<file path="src/rtl/shifter_defs.sv">
// Shared definitions for the pipelined shift/rotate unit:
// operation encodings and the stage-record field widths.
package shifter_defs;

  localparam int OP_W = 3;

  localparam logic [OP_W-1:0] OP_SLL = 3'b000;
  localparam logic [OP_W-1:0] OP_SRL = 3'b001;
  localparam logic [OP_W-1:0] OP_SRA = 3'b010;
  localparam logic [OP_W-1:0] OP_ROR = 3'b011;
  localparam logic [OP_W-1:0] OP_ROL = 3'b100;

  // Stage record = {valid, data[WIDTH], op[OP_W], shift[SW], carry, msb}.
  localparam int REC_FLAG_W = 3;

  function automatic int rec_width(input int width);
    return REC_FLAG_W + width + OP_W + $clog2(width);
  endfunction

endpackage

</file>
<file path="src/rtl/shift_stage.sv">
// One barrel level of the shift pipeline plus its handshake register.
// Level K shifts by 2**K when bit K of the piped shift amount is set.
module shift_stage
  import shifter_defs::*;
#(
  parameter int WIDTH = 8,
  parameter int K     = 0,
  localparam int SW   = $clog2(WIDTH)
) (
  input  logic             clk,
  input  logic             rst_n,
  input  logic             load,
  input  logic             in_valid,
  input  logic [WIDTH-1:0] in_data,
  input  logic [OP_W-1:0]  in_op,
  input  logic [SW-1:0]    in_shift,
  input  logic             in_carry,
  input  logic             in_msb,
  output logic             out_valid,
  output logic [WIDTH-1:0] out_data,
  output logic [OP_W-1:0]  out_op,
  output logic [SW-1:0]    out_shift,
  output logic             out_carry,
  output logic             out_msb
);

  localparam int S = 1 << K;

  logic [WIDTH-1:0] shifted;

  // NOTE: shifted gets a default before the case, so no path leaves it unassigned (no latch).
  always_comb begin
    shifted = in_data;
    if (in_shift[K]) begin
      case (in_op)
        OP_SLL:  shifted = in_data << S;
        OP_SRL:  shifted = in_data >> S;
        // Upper bits are already sign-filled by earlier levels, so the
        // captured operand MSB is the correct fill at every level.
        OP_SRA:  shifted = (in_data >> S) | ({WIDTH{in_msb}} << (WIDTH - S));
        OP_ROR:  shifted = (in_data >> S) | (in_data << (WIDTH - S));
        OP_ROL:  shifted = (in_data << S) | (in_data >> (WIDTH - S));
        default: shifted = in_data;
      endcase
    end
  end

  // NOTE: state uses non-blocking assignments so every stage samples its
  // neighbour's pre-edge value; the payload is reset too so OUT reads 0.
  always_ff @(posedge clk or negedge rst_n) begin
    if (!rst_n) begin
      out_valid <= 1'b0;
      out_data  <= '0;
      out_op    <= '0;
      out_shift <= '0;
      out_carry <= 1'b0;
      out_msb   <= 1'b0;
    end else if (load) begin
      out_valid <= in_valid;
      // Bubbles only clear valid; the payload holds its last value.
      if (in_valid) begin
        out_data  <= shifted;
        out_op    <= in_op;
        out_shift <= in_shift;
        out_carry <= in_carry;
        out_msb   <= in_msb;
      end
    end
  end

endmodule

</file>
<file path="src/rtl/shift_pipe.sv">
// Pipelined shift/rotate unit: SW registered barrel levels with a
// collapsing valid/ready chain, plus carry-out and zero flags.
module shift_pipe
  import shifter_defs::*;
#(
  parameter int WIDTH = 8,
  localparam int SW   = $clog2(WIDTH)
) (
  input  logic             CLK,
  input  logic             RESETN,
  input  logic             IN_VALID,
  output logic             IN_READY,
  input  logic [WIDTH-1:0] IN,
  input  logic [SW-1:0]    SHIFT,
  input  logic [OP_W-1:0]  OP,
  output logic             OUT_VALID,
  input  logic             OUT_READY,
  output logic [WIDTH-1:0] OUT,
  output logic             CARRY,
  output logic             ZERO
);

  // Index 0 is the input side; index k+1 is the register of stage k.
  logic             valid_c [SW+1];
  logic [WIDTH-1:0] data_c  [SW+1];
  logic [OP_W-1:0]  op_c    [SW+1];
  logic [SW-1:0]    shift_c [SW+1];
  logic             carry_c [SW+1];
  logic             msb_c   [SW+1];
  logic [SW-1:0]    advance;

  logic [SW-1:0] lsb_idx;
  logic [SW-1:0] msb_idx;
  logic          carry_in;

  // Carry is fixed by the original operand: the last bit to leave the word.
  // Rotates reach the same bit as the matching logical shift.
  always_comb begin
    lsb_idx  = SHIFT - SW'(1);
    msb_idx  = SW'(0) - SHIFT;
    carry_in = 1'b0;
    if (SHIFT != '0) begin
      case (OP)
        OP_SLL, OP_ROL:         carry_in = IN[msb_idx];
        OP_SRL, OP_SRA, OP_ROR: carry_in = IN[lsb_idx];
        default:                carry_in = 1'b0;
      endcase
    end
  end

  assign valid_c[0] = IN_VALID;
  assign data_c[0]  = IN;
  assign op_c[0]    = OP;
  assign shift_c[0] = SHIFT;
  assign carry_c[0] = carry_in;
  assign msb_c[0]   = IN[WIDTH-1];

  // A stage may load when it is empty or its successor is moving.
  always_comb begin
    advance         = '0;
    advance[SW-1]   = ~valid_c[SW] | OUT_READY;
    for (int k = SW - 2; k >= 0; k--) begin
      advance[k] = ~valid_c[k+1] | advance[k+1];
    end
  end

  for (genvar k = 0; k < SW; k++) begin : g_stage
    shift_stage #(
      .WIDTH (WIDTH),
      .K     (k)
    ) u_stage (
      .clk       (CLK),
      .rst_n     (RESETN),
      .load      (advance[k]),
      .in_valid  (valid_c[k]),
      .in_data   (data_c[k]),
      .in_op     (op_c[k]),
      .in_shift  (shift_c[k]),
      .in_carry  (carry_c[k]),
      .in_msb    (msb_c[k]),
      .out_valid (valid_c[k+1]),
      .out_data  (data_c[k+1]),
      .out_op    (op_c[k+1]),
      .out_shift (shift_c[k+1]),
      .out_carry (carry_c[k+1]),
      .out_msb   (msb_c[k+1])
    );
  end

  assign IN_READY  = advance[0];
  assign OUT_VALID = valid_c[SW];
  assign OUT       = data_c[SW];
  assign CARRY     = carry_c[SW];
  assign ZERO      = (data_c[SW] == '0);

endmodule

</file>
<file path="config.mk">
export PLATFORM = sky130hd
export DESIGN_NAME = shift_pipe
export DESIGN_NICKNAME = d
export VERILOG_FILES = /design/src/rtl/shifter_defs.sv /design/src/rtl/shift_stage.sv /design/src/rtl/shift_pipe.sv
export SDC_FILE = /design/constraint.sdc
export NUM_CORES = 1
export LEC_CHECK = 0
export ABC_AREA = 1
export BUFFER_PORTS_ARGS = -buffer_cell sky130_fd_sc_hd__buf_2
export CORE_MARGIN = 4
export CORE_UTILIZATION = 55
export CTS_BUF_LIST = sky130_fd_sc_hd__clkbuf_16
export DETAILED_ROUTE_END_ITERATION = 10
export PLACE_DENSITY = 0.75
export SYNTH_ARGS = -nofsm -noshare
export SYNTH_HDL_FRONTEND = slang
export SYNTH_HIERARCHICAL = 1
export SYNTH_SLANG_ARGS = --single-unit
</file>
<file path="constraint.sdc">
create_clock -name CLK -period 1.9 [get_ports CLK]
set_input_delay 0.285 -clock CLK [delete_from_list [all_inputs] [get_ports CLK]]
set_output_delay 0.285 -clock CLK [all_outputs]
set_load 0.005 [all_outputs]
</file>
* Word level (Yosys, flattened, before mapping)
Cells that the tools add are included.
Operators by class: add/subtract/negate cells 2, magnitude comparators 2, eq/ne operators 12, mux-type cells 12, bitwise operators 14, reduce and logical (&&, ||, !) cells 11
Operators with widths (number):
- one-hot mux 8 bit (5 select lines) | 2
- one-hot mux 8 bit (4 select lines) | 1
- 2-to-1 mux 8 bit | 3
- == test 3 x 2 -> 1 bit, second input constant | 6
- OR 4 x 8 -> 8 bit | 2
- OR 6 x 8 -> 8 bit | 2
- OR 7 x 8 -> 8 bit | 2
- == test 3 x 1 -> 1 bit, second input constant | 3
- == test 3 bit, second input constant | 3
- logical NOT 3 bit | 3
- logical NOT 8 bit | 1
- < comparator 3 x 4 -> 1 bit, second input constant | 2
- OR 8 x 1 -> 8 bit | 1
- OR 8 x 2 -> 8 bit | 1
- binary-select mux 1 bit (select 3 bit) | 2
- AND reduction 2 bit | 3
- OR reduction 2 bit | 2
- 2-to-1 mux 1 bit | 3
- NOT 1 bit | 3
- OR 1 bit | 3
- nonzero test 3 bit | 1
- OR reduction 3 bit | 1
- subtractor 1 x 3 -> 3 bit, first input constant | 1
- subtractor 3 x 1 -> 3 bit, second input constant | 1
- one-hot mux 1 bit (2 select lines) | 1
Storage, ports and cells: register bits after elaboration 44, input port bits 18, output and inout port bits 12, word-level logic and storage cells 68

* Logic depth before layout (Yosys ltp)
Gate-level depths: netlist of the first run.
depth after elaboration 5, gate-level depth with buffers 10, gate-level depth less buffers 9

* Hierarchy
The synthesis of the first run kept the hierarchy.
By module, submodules not included:
- shift_stage (g_stage[1].u_stage) | instances 1, cells each 115, area each 935.9 um2, seq. area each 425.4 um2
- shift_stage (g_stage[0].u_stage) | instances 1, cells each 108, area each 867.1 um2, seq. area each 425.4 um2
- shift_stage (g_stage[2].u_stage) | instances 1, cells each 113, area each 828.3 um2, seq. area each 425.4 um2
- shift_pipe | instances 1, cells each 56, area each 270.3 um2, seq. area each 0.0 um2

* Worst setup path before layout of the first run
Ideal clock, no wire load.
path type input to register, start in SHIFT[0], end reg g_stage[0].u_stage.out_carry, library setup time 0.125 ns, arrival time 1.436 ns, required time 1.775 ns, slack 0.339 ns, stages on the path 8, buffers on the path 1, cell sequence buf_6 > inv_2 > ha_1 > ha_1 > nand3b_1 > nand3_1 > a21oi_1 > mux2_2
RTL lines:
- start: declaration | line shift_pipe.sv:14 | input logic [SW-1:0] SHIFT,
- end signal: assignment | line shift_stage.sv:65 | out_carry <= in_carry;
- end: declaration | line shift_stage.sv:23 | output logic out_carry,

* Worst setup path in the final report of the first run
start reg g_stage[2].u_stage.out_data[2], end out ZERO
On the way: word-level cells in the longest chain between the ends 1
Ends and longest elaborated chain:
- start: declaration | line shift_stage.sv:20 | output logic [WIDTH-1:0] out_data,
- start signal: assignment | line shift_stage.sv:62 | out_data <= shifted;
- logical NOT 8 bit | line shift_pipe.sv:94 | assign ZERO = (data_c[SW] == '0);
- end: declaration | line shift_pipe.sv:20 | output logic ZERO
Every way passes these cells.

==> results.txt, run 1 <==
The flow ran to the end, and the final reports show no timing, DRC or antenna violations. The worst path required time came out at 1620 ps. Counting along the longest clock path gives a buffer depth of 2.

The worst relative slew slack came out at 68.45%. By startpoint and endpoint, the worst setup path is classified as reg -> out. The number of cell rows is 24.

The die boundary width came out at ~76 um. The minimum clock period after layout came out at between 1000 and 1500 ps. The clock skew after layout is ~2.8 ps. The worst setup path is launched from a register.

The initial cell density of the core came out at 57.68%. The delay contributed by the slowest stage of the critical path came out at between 300 and 400 ps. The number of nets in the synthesized netlist came out at ~380. From synthesis to final layout, the design area changed by 15.18%. The count of final hold-check violations is 0.

The length of the first detailed-routing pass in iterations is 4. The CTS root buffer is sky130_fd_sc_hd__clkbuf_16. The clock tree from TritonCTS is built. The core region is around 4400 sq um. The max-cap check violation count is 0. The final sum of negative setup slack came out at 0 ps. The maximum number of pins on one net before global-route repair is 23. Leaving out fill and tap cells, the most frequent cell in the layout is sky130_fd_sc_hd__nand2_1. The number of I/O port buffers is 29. The endpoint identified for the worst register-to-register timing path is g_stage[0].u_stage/out_data[1]. In the final routed layout, each cell accounts on average for approximately 12 um.

Setup repair after global routing left no endpoint under its margin. Of all nets on the critical path, the largest fanout is 3. The number of cells in the design after placement is 440. On the critical path, the stage with the largest delay is an instance of sky130_fd_sc_hd__dfrtp_1. The power density over cell area is 1084 nW/um^2.

The clock-pin transition on the worst setup and hold timing paths came out at roughly 60 ps. The number of top-level pins came out at 30. The tightest min-delay check is of the in -> reg type. The vertical die dimension is approximately 76 um.

The count of buffering cells on the critical path with inverters included is 1. The slew at the pin closest to its max-slew limit is roughly 470 ps. The final weighted congestion of routability-driven global placement is between 0.8 and 0.9. The number of DRC markers in iteration 0 is between 100 and 150. Timing would allow up to approximately 680 MHz. The total count of max-transition violations in the final report is 0.

The residual DRC count came out at 0. The count of clock tree sinks is 41. The number of antenna repair diodes came out at 0. The count of nets left with antenna violations once routing finished came out at 0. Across the VDD grid, the largest voltage drop is 0.4507 mV. The data arrival time of the worst path is between 1000 and 1500 ps. The full die area came out at 5782 sq um. Buffers inserted during clock tree synthesis total 5. The count of synthesis-stage warnings from yosys is 6.

For this run, the number of standard cells in the final layout without fillers is ~450. The cell family with the largest share of critical-path delay is simple AND/OR/NAND/NOR gates. The most critical setup path has its endpoint at ZERO. Wires add up to 5476 um. The global-route wire length before repair is between 9000 and 10,000 um. The worst register-to-register path has a setup slack of around 570 ps. The initial antenna violation count is 0.

In the final layout, the share of cells above drive strength 1 is a little under a fifth. The cell area after synthesis came out at 2546 sq um. The average cell area after synthesis came out at 7.053 sq um.

Summing over every cut layer, the via total after detailed routing is roughly 2,300. Leaving out fill and tap cells, the most frequent cells in the layout are sky130_fd_sc_hd__nand2_1, sky130_fd_sc_hd__inv_1, sky130_fd_sc_hd__dfrtp_1, sky130_fd_sc_hd__buf_2, sky130_fd_sc_hd__nand3_1. Walking the worst path, the cells encountered are nor4_1, and2_1, buf_2. The via count of the first global-routing pass came out at 2,132.

The aggregate global routing overflow came out at 0. The worst hold slack after final layout is between 200 and 300 ps. The final-stage net count is around 420. The final-report setup violation count is 0.

The number of cells traversed by the worst register-to-register path came out at 6. The number of H-tree levels is 2. The core occupancy in the finished layout came out at about 66%. Using the TritonRoute via totals, the vias-per-cell ratio works out to around 5.

The clock network latency to the later pin of the worst-skew pair came out at roughly 280 ps. The total global routing track utilization is between 10% and 20%. The placed wire-length estimate came out at between 3000 and 4000 um.

Synthesis produced 361 cells. The kind of end point of the critical path is an output pin. The startpoint identified for the worst register-to-register timing path is g_stage[2].u_stage/out_valid. The portion of the clock cycle consumed by the worst path in the final layout is 77.84%.

The reported leakage power is 1.606 nW. The critical path starts at g_stage[2].u_stage/out_data[2]. The critical path runs through a total of 3 cells.
power by group:
part / total (mW) / internal (mW) / switching, mW
logic: 0.933 / 0.383 / 0.549
clock network: 0.929 / 0.609 / 0.320
registers: 1.32 / 1.11 / 0.208
area by class of cell:
| cell class | instances | area [sq um] |
|---|---|---|
| clock buffer | 5 | 125.1 |
| multi-input combinational | 263 | 1281 |
| tap | 52 | 65.06 |
| fill | 395 | 1481 |
| inverter | 50 | 195.2 |
| sequential | 41 | 1026 |
| timing repair buffer | 35 | 205.2 |
| clock inverter | 2 | 35.03 |
metal layers:
metal	global-route usage, %	vias to the layer above	wire (um)
li1	-	1199	-
met1	24.05	1058	2346
met2	34.76	39	2838
met3	4.492	6	222
met4	6.228	0	69
met5	0	-	0
worst min-delay path by stage:
stage          startpoint                         endpoint  slack [ps]  depth (start not counted)
4_1_cts          SHIFT[2]  g_stage[0].u_stage/out_shift[2]         260                          2
6_report         SHIFT[2]  g_stage[0].u_stage/out_shift[2]         260                          2
3_3_place_gp       RESETN     g_stage[1].u_stage/out_valid         260                          1
3_5_place_dp       RESETN     g_stage[2].u_stage/out_valid         260                          1
2_1_floorplan      RESETN     g_stage[0].u_stage/out_carry         -10                          0
5_1_grt          SHIFT[2]  g_stage[0].u_stage/out_shift[2]         270                          2
state kept, by name, indices dropped and copies added (netlist names):
register and count:
g_stage.u_stage/out_data 24, g_stage.u_stage/out_op 6, g_stage.u_stage/out_shift 3, g_stage.u_stage/out_valid 3, g_stage.u_stage/out_msb 2, g_stage.u_stage/out_carry 3
metrics by stage:
step                      power (mW)  cell area [sq um]  setup slack (ps)
after floorplan                1.936               2546             338.9
after global placement         2.231               2763             259.7
after detailed placement       2.250               2763             235.0
after CTS                      3.204               2933             381.0
after global routing           3.417               2933             338.8
final                          3.179               2933             421.1
repair_timing:
| action | in CTS | in global routing |
|---|---|---|
| hold buffers | 1 | 0 |
| resized for setup | 0 | 0 |
| buffers inserted | 0 | 0 |
| hold endpoints to repair | 19 | 0 |
(Power assumes the default switching activity.)
==> run 2: changes to the inputs <==
Clock period 1.9 ns to 1.4 ns, I/O delays scaled along.
==> results.txt, run 2 (same netlist as run 1, synthesis figures left out) <==
The completed layout was analyzed and its total power is ~4.4 mW. The total global routing track utilization is between 10% and 20%. The placed wire-length estimate came out at between 3000 and 4000 um.

The number of top-level pins came out at 30. In the routed design, unresolved DRC markers number 0. The maximum fanout count along the critical path came out at 2. The average routed wire per standard cell came out at approximately 12 um. The max-cap check violation count came out at 0.

The total count of max-transition violations in the final report is 0. In the finished design, the share of the clock period the worst path needs comes to between 90% and 100%. The share of post-route cells with drive strength above 1 came out at between 20% and 30%. At the end of the flow the core is filled with cells to between 60 and 70%.

Setup violations remaining at the end of the flow were counted as 0. The run finished with clean final reports. The count of final hold-check violations came out at 0. The floorplan step defined a die boundary enclosing 5782 sq um. Using the TritonRoute via totals, the vias-per-cell ratio works out to approximately 5.2. Setup repair after global routing could not meet its margin everywhere. Counting along the longest clock path gives a buffer depth of 2. The setup path with the least slack is of type reg -> out.

The clock-pin transition on the worst setup and hold timing paths came out at 60 ps. The number of flip-flops under the largest register name is 24. The aggregate global routing overflow is 0. The first detailed-routing pass took 4 iterations. At the end of routability-driven placement, the weighted congestion stood at about 0.9. The kind of end point of the critical path is an output pin. The worst relative slew slack is between 80% and 90%. The largest register by flop count is g_stage.u_stage/out_data. The initial cell density of the core came out at between 50% and 60%.

In the final timing run, aggregate negative setup slack is 0 ps. STA puts the critical path data required time at 1190 ps. The clock skew after layout is 2.557 ps. The reported leakage power came out at 1.630 nW. The library cell used most frequently in the layout, excluding fill and tap cells, is sky130_fd_sc_hd__nand2_1. The vertical die dimension is 76.04 um.

The number of cell rows is 24. The worst vdd rail ir drop came out at 0.6029 mV. The first global-routing pass estimated between 9000 and 10,000 um of wire. The routed design could run at a clock period as short as roughly 1400 ps. The number of cells traversed by the worst register-to-register path is 6. The worst hold slack after final layout is between 150 and 200 ps. For the worst setup path, the data arrival time is about 1200 ps. The CTS root buffer is sky130_fd_sc_hd__clkbuf_16. The number of cells in the design after placement is 441. The slew at the pin closest to its max-slew limit is 282.9 ps.

The number of buffers inserted during clock tree synthesis is 5. The count of clock tree sinks is about 40. Once placement finished, the instance area stood at approximately 2800 sq um. The final instance count without filler cells came out at 451. Port buffering added 29 buffers. The initial antenna violation count is 0. TritonCTS built the clock tree.

The number of DRC markers in iteration 0 came out at 98. STA classifies the critical path startpoint as a register. At the placement stage, the worst setup path has a slack of -27.83 ps. In the final layout, the registers with the most flip-flops are g_stage.u_stage/out_data (24), g_stage.u_stage/out_op (6). The count of vias placed by the detailed router is about 2,300. The post-route antenna net violation count came out at 0. Timing would allow up to between 700 and 800 MHz. The detailed-route wire length came out at approximately 5400 um. The layout overhead on the synthesized area came out at 18.62%. In the layout the commonest cells are sky130_fd_sc_hd__nand2_1, sky130_fd_sc_hd__inv_1, sky130_fd_sc_hd__dfrtp_1, sky130_fd_sc_hd__buf_2, sky130_fd_sc_hd__nand3_1. The final-stage net count is 420. 0 antenna diodes ended up in the layout. The via count of the first global-routing pass was 2,274. The clock network latency to the later pin of the worst-skew pair is 280 ps. After floorplanning, the core was sized to cover around 4400 sq um. In this run the power density over the cells is between 1000 and 1500 nW/um^2. Once routing completed, OpenROAD measured the worst setup slack at 13.95 ps. The maximum number of pins on one net before global-route repair is 42.

The die boundary width is between 70 and 80 um. The H-tree was split into 2 levels. The filler cell count in the final layout is approximately 400. The finished layout cell area is around 3000 sq um. In this run the worst hold path is classified as in -> reg. The cell count of the worst hold path is 2.
-- run 2: cell type report --
class / count / area (sq um) / share of cell area, %
clock buffer: 5 / 125.1 / 4.142
clock inverter: 2 / 35.03 / 1.160
inverter: 50 / 197.7 / 6.545
multi-input combinational: 263 / 1319 / 43.66
sequential: 41 / 1026 / 33.97
tap: 52 / 65.06 / 2.154
timing repair buffer: 38 / 252.7 / 8.368
-- run 2: where the power goes --
| part | internal (mW) | switching (mW) | total (mW) | leakage [nW] |
|---|---|---|---|---|
| combinational | 0.591 | 0.766 | 1.36 | 1.05 |
| clock | 0.827 | 0.432 | 1.26 | 0.0797 |
| sequential | 1.50 | 0.291 | 1.80 | 0.503 |
-- run 2: worst max-delay path: stages (launching register included) --
cell	delay [ps]
sky130_fd_sc_hd__dfrtp_1	390
sky130_fd_sc_hd__nor4_2	270
sky130_fd_sc_hd__and2_1	150
sky130_fd_sc_hd__buf_2	100
-- run 2: final timing paths --
path	from	endpoint	slack (ps)
min in group asynchronous	RESETN	g_stage[1].u_stage/out_carry	420
hold reg to reg	g_stage[2].u_stage/out_carry	g_stage[2].u_stage/out_carry	480
hold / removal	SHIFT[2]	g_stage[0].u_stage/out_shift[2]	180
max in group asynchronous	RESETN	g_stage[0].u_stage/out_shift[1]	770
setup / recovery	g_stage[2].u_stage/out_data[0]	ZERO	10
setup reg to reg	g_stage[2].u_stage/out_valid	g_stage[0].u_stage/out_data[2]	100
-- run 2: routing by layer --
metal  routed length (um)  global-route usage (%)  share of wire, %  vias up
met2                 2744                   36.22                50       43
met4                   90                   6.406               1.7        0
li1                     -                       -                 -     1205
met1                 2380                   23.04                44     1078
met3                  222                   4.492               4.1        9
met5                    0                       0                 0        -
-- run 2: what timing repair did --
item / in CTS / in global routing
setup endpoints to repair: 1 / 1
pin swaps: 2 / 0
hold buffers: 1 / 0
gates cloned: 0 / 0
resized for setup: 1 / 1
buffers inserted: 1 / 1
hold endpoints to repair: 41 / 0
==> run 3: changes to the inputs <==
Settings changed: CELL_PAD_IN_SITES_DETAIL_PLACEMENT set to 1, CELL_PAD_IN_SITES_GLOBAL_PLACEMENT set to 2, CORE_UTILIZATION 55 to 34, PLACE_DENSITY 0.75 to unset, PLACE_DENSITY_LB_ADDON set to 0.1.
==> results.txt, run 3 (same netlist as run 1, synthesis figures left out) <==
The final-stage net count came out at ~420. The number of flip-flops under the largest register name came out at 24. The initial antenna violation count was 0.

The via count of the first global-routing pass is between 2,000 and 2,500. The class of the tightest hold or removal check is in -> reg. After filler insertion, the fill cell instance count of the layout stands at between 900 and 1,000. The total global routing track utilization is between 10% and 20%.

The library cells used most frequently in the layout, excluding fill and tap cells, are sky130_fd_sc_hd__nand2_1, sky130_fd_sc_hd__inv_1, sky130_fd_sc_hd__dfrtp_1, sky130_fd_sc_hd__buf_2, sky130_fd_sc_hd__nand3_1. The number of top-level pins is 30. The placed wire-length estimate came out at ~5000 um. The clock arrives with 2.074 ps of skew. The number of I/O port buffers came out at 29. The vertical die dimension is roughly 95 um. The count of vias placed by the detailed router came out at between 2,000 and 2,500. The average routed wire per standard cell came out at 12.95 um. The run finished with clean final reports. At the worst endpoint, the required time is ~1200 ps.

The global-route wire length before repair is 11,600 um. STA classifies the critical path startpoint as a register. The initial cell density of the core is between 30% and 40%.

For this design, the sink count on the clock tree is 41. The maximum fanout count along the critical path came out at 3. The final-report setup violation count came out at 0. Clock tree synthesis selected as its root buffer the cell sky130_fd_sc_hd__clkbuf_16. Counting flops per register, the top entry is g_stage.u_stage/out_data. The worst relative slew slack is about four fifths.

The residual DRC count came out at 0. At the end of routability-driven placement, the weighted congestion stood at 0.8269. After global routing the overflow that remains totals 0. From synthesis to final layout, the design area changed by 21.18%.

The max-cap check violation count is 0. The achievable frequency came out at 722.3 MHz. The startpoint of the tightest hold check path is SHIFT[1]. The setup slack at placement is -40.84 ps.

The number of DRC markers in iteration 0 came out at 49. The first TritonRoute pass finished after 4 iterations. The worst setup path is captured at an output pin. The maximum number of pins on one net before global-route repair came out at 42. The clock tree from TritonCTS is built. Among all stages on the critical path, the largest delay is contributed by sky130_fd_sc_hd__dfrtp_1. Cells with a size suffix above 1 make up 20.54% of the layout.

For the worst-skew pair, the clock arrives at the later sink with an insertion delay of 280 ps. On the worst path, the slowest cell contributes a delay of slightly below 400 ps. After layout, the worst path uses 98.89% of the clock period. The signal on the critical path passes through nor4_1, and2_1, buf_2. The critical path in this run is classified as reg -> out. The floorplan step defined a core boundary enclosing roughly 7300 sq um.

The number of H-tree levels came out at 2. The number of buffers inserted during clock tree synthesis is 5. Setup repair after global routing could not meet its margin everywhere. The library cell used most frequently in the layout, excluding fill and tap cells, is sky130_fd_sc_hd__nand2_1. The floorplan has 31 rows.

In the final layout, the registers with the most flip-flops are g_stage.u_stage/out_data (24), g_stage.u_stage/out_op (6). The worst path meets setup with 15.50 ps of slack. The worst hold slack after final layout came out at approximately 180 ps.

The post-route antenna net violation count is 0. The ratio of routed vias to standard cells is between 4 and 5. In this run the critical register-to-register path is launched from g_stage[0].u_stage/out_op[1]. The count of final hold-check violations came out at 0. The slew at the pin closest to its max-slew limit came out at between 200 and 300 ps. The beginning of the critical path is g_stage[2].u_stage/out_data[3].

Summed over all layers, the routed wires come to around 6500 um. The clock tree buffer depth came out at 2. The total count of max-transition violations in the final report is 0. The worst vdd rail ir drop came out at 0.5025 mV.

The die boundary width came out at between 90 and 100 um. The minimum clock period after layout is about 1400 ps. The full die area came out at a little under 9000 sq um. The number of antenna repair diodes is 0. The clock-pin transition on the worst setup and hold timing paths is about 60 ps. In this run the static leakage power is 1.640 nW. In this run the power density over the cells is between 1000 and 1500 nW/um^2.

The data arrival time of the worst path came out at approximately 1200 ps.
run 3: changes by cell type in the layout (fill, tap and decap cells not counted), sizes merged:
cell and change:
buf +4, clkinv +2, bufinv -1
run 3: final cells by class:
cell class / count / area, sq um / share of cell area [%]
clock buffer: 5 / 125.1 / 4.055
clock inverter: 3 / 12.51 / 0.4055
inverter: 50 / 197.7 / 6.407
multi-input combinational: 263 / 1318 / 42.70
sequential: 41 / 1026 / 33.25
tap: 99 / 123.9 / 4.015
timing repair buffer: 42 / 282.8 / 9.165
run 3: final timing paths:
kind | to | cells past startpoint | slack, ps
worst max-delay path | ZERO | 3 | 20
worst min-delay path | g_stage[0].u_stage/out_shift[1] | 2 | 180
worst max register to register | g_stage[1].u_stage/out_data[3] | 6 | 150
worst min register to register | g_stage[2].u_stage/out_carry | 2 | 460
max in group asynchronous | g_stage[0].u_stage/out_data[4] | 3 | 760
min in group asynchronous | g_stage[2].u_stage/out_data[2] | 3 | 440
run 3: per-layer routing:
layer | routed length, um | GRT usage (%)
met1 | 2905 | 20.10
met2 | 3379 | 29.49
met3 | 151 | 2.629
met4 | 79 | 3.966
met5 | 0 | 0
run 3: worst max-delay path, delay by kind of cell, from the launching register on:
| kind | cells | cell delay (ps) |
|---|---|---|
| flip-flops | 1 | 390 |
| buffers and inverters | 1 | 100 |
| AND/OR/NAND/NOR | 2 | 410 |
run 3: per-stage QoR:
stage	std cells	total power, mW	utilization (%)	instance area, sq um	TNS, ps
6_report	503	4.329	42.54	3085	0
5_1_grt	503	4.726	42.54	3085	-31.69
4_1_cts	499	4.341	42.06	3050	0
3_5_place_dp	488	3.167	39.73	2882	-40.84
3_3_place_gp	488	3.136	39.73	2882	-17.34
2_1_floorplan	361	2.638	-	2577	0
run 3: report_power, final:
group	internal [mW]	switching, mW	leakage [nW]
clock network	0.644	0.428	0.0687
registers	1.50	0.287	0.503
logic	0.646	0.821	1.07
run 3: repair_timing:
action	CTS	global route
pin swaps	3	4
gates resized for setup	1	1
endpoints found under the hold margin	41	0
buffers inserted	2	4
endpoints found under the setup margin	1	6
hold buffers	1	0
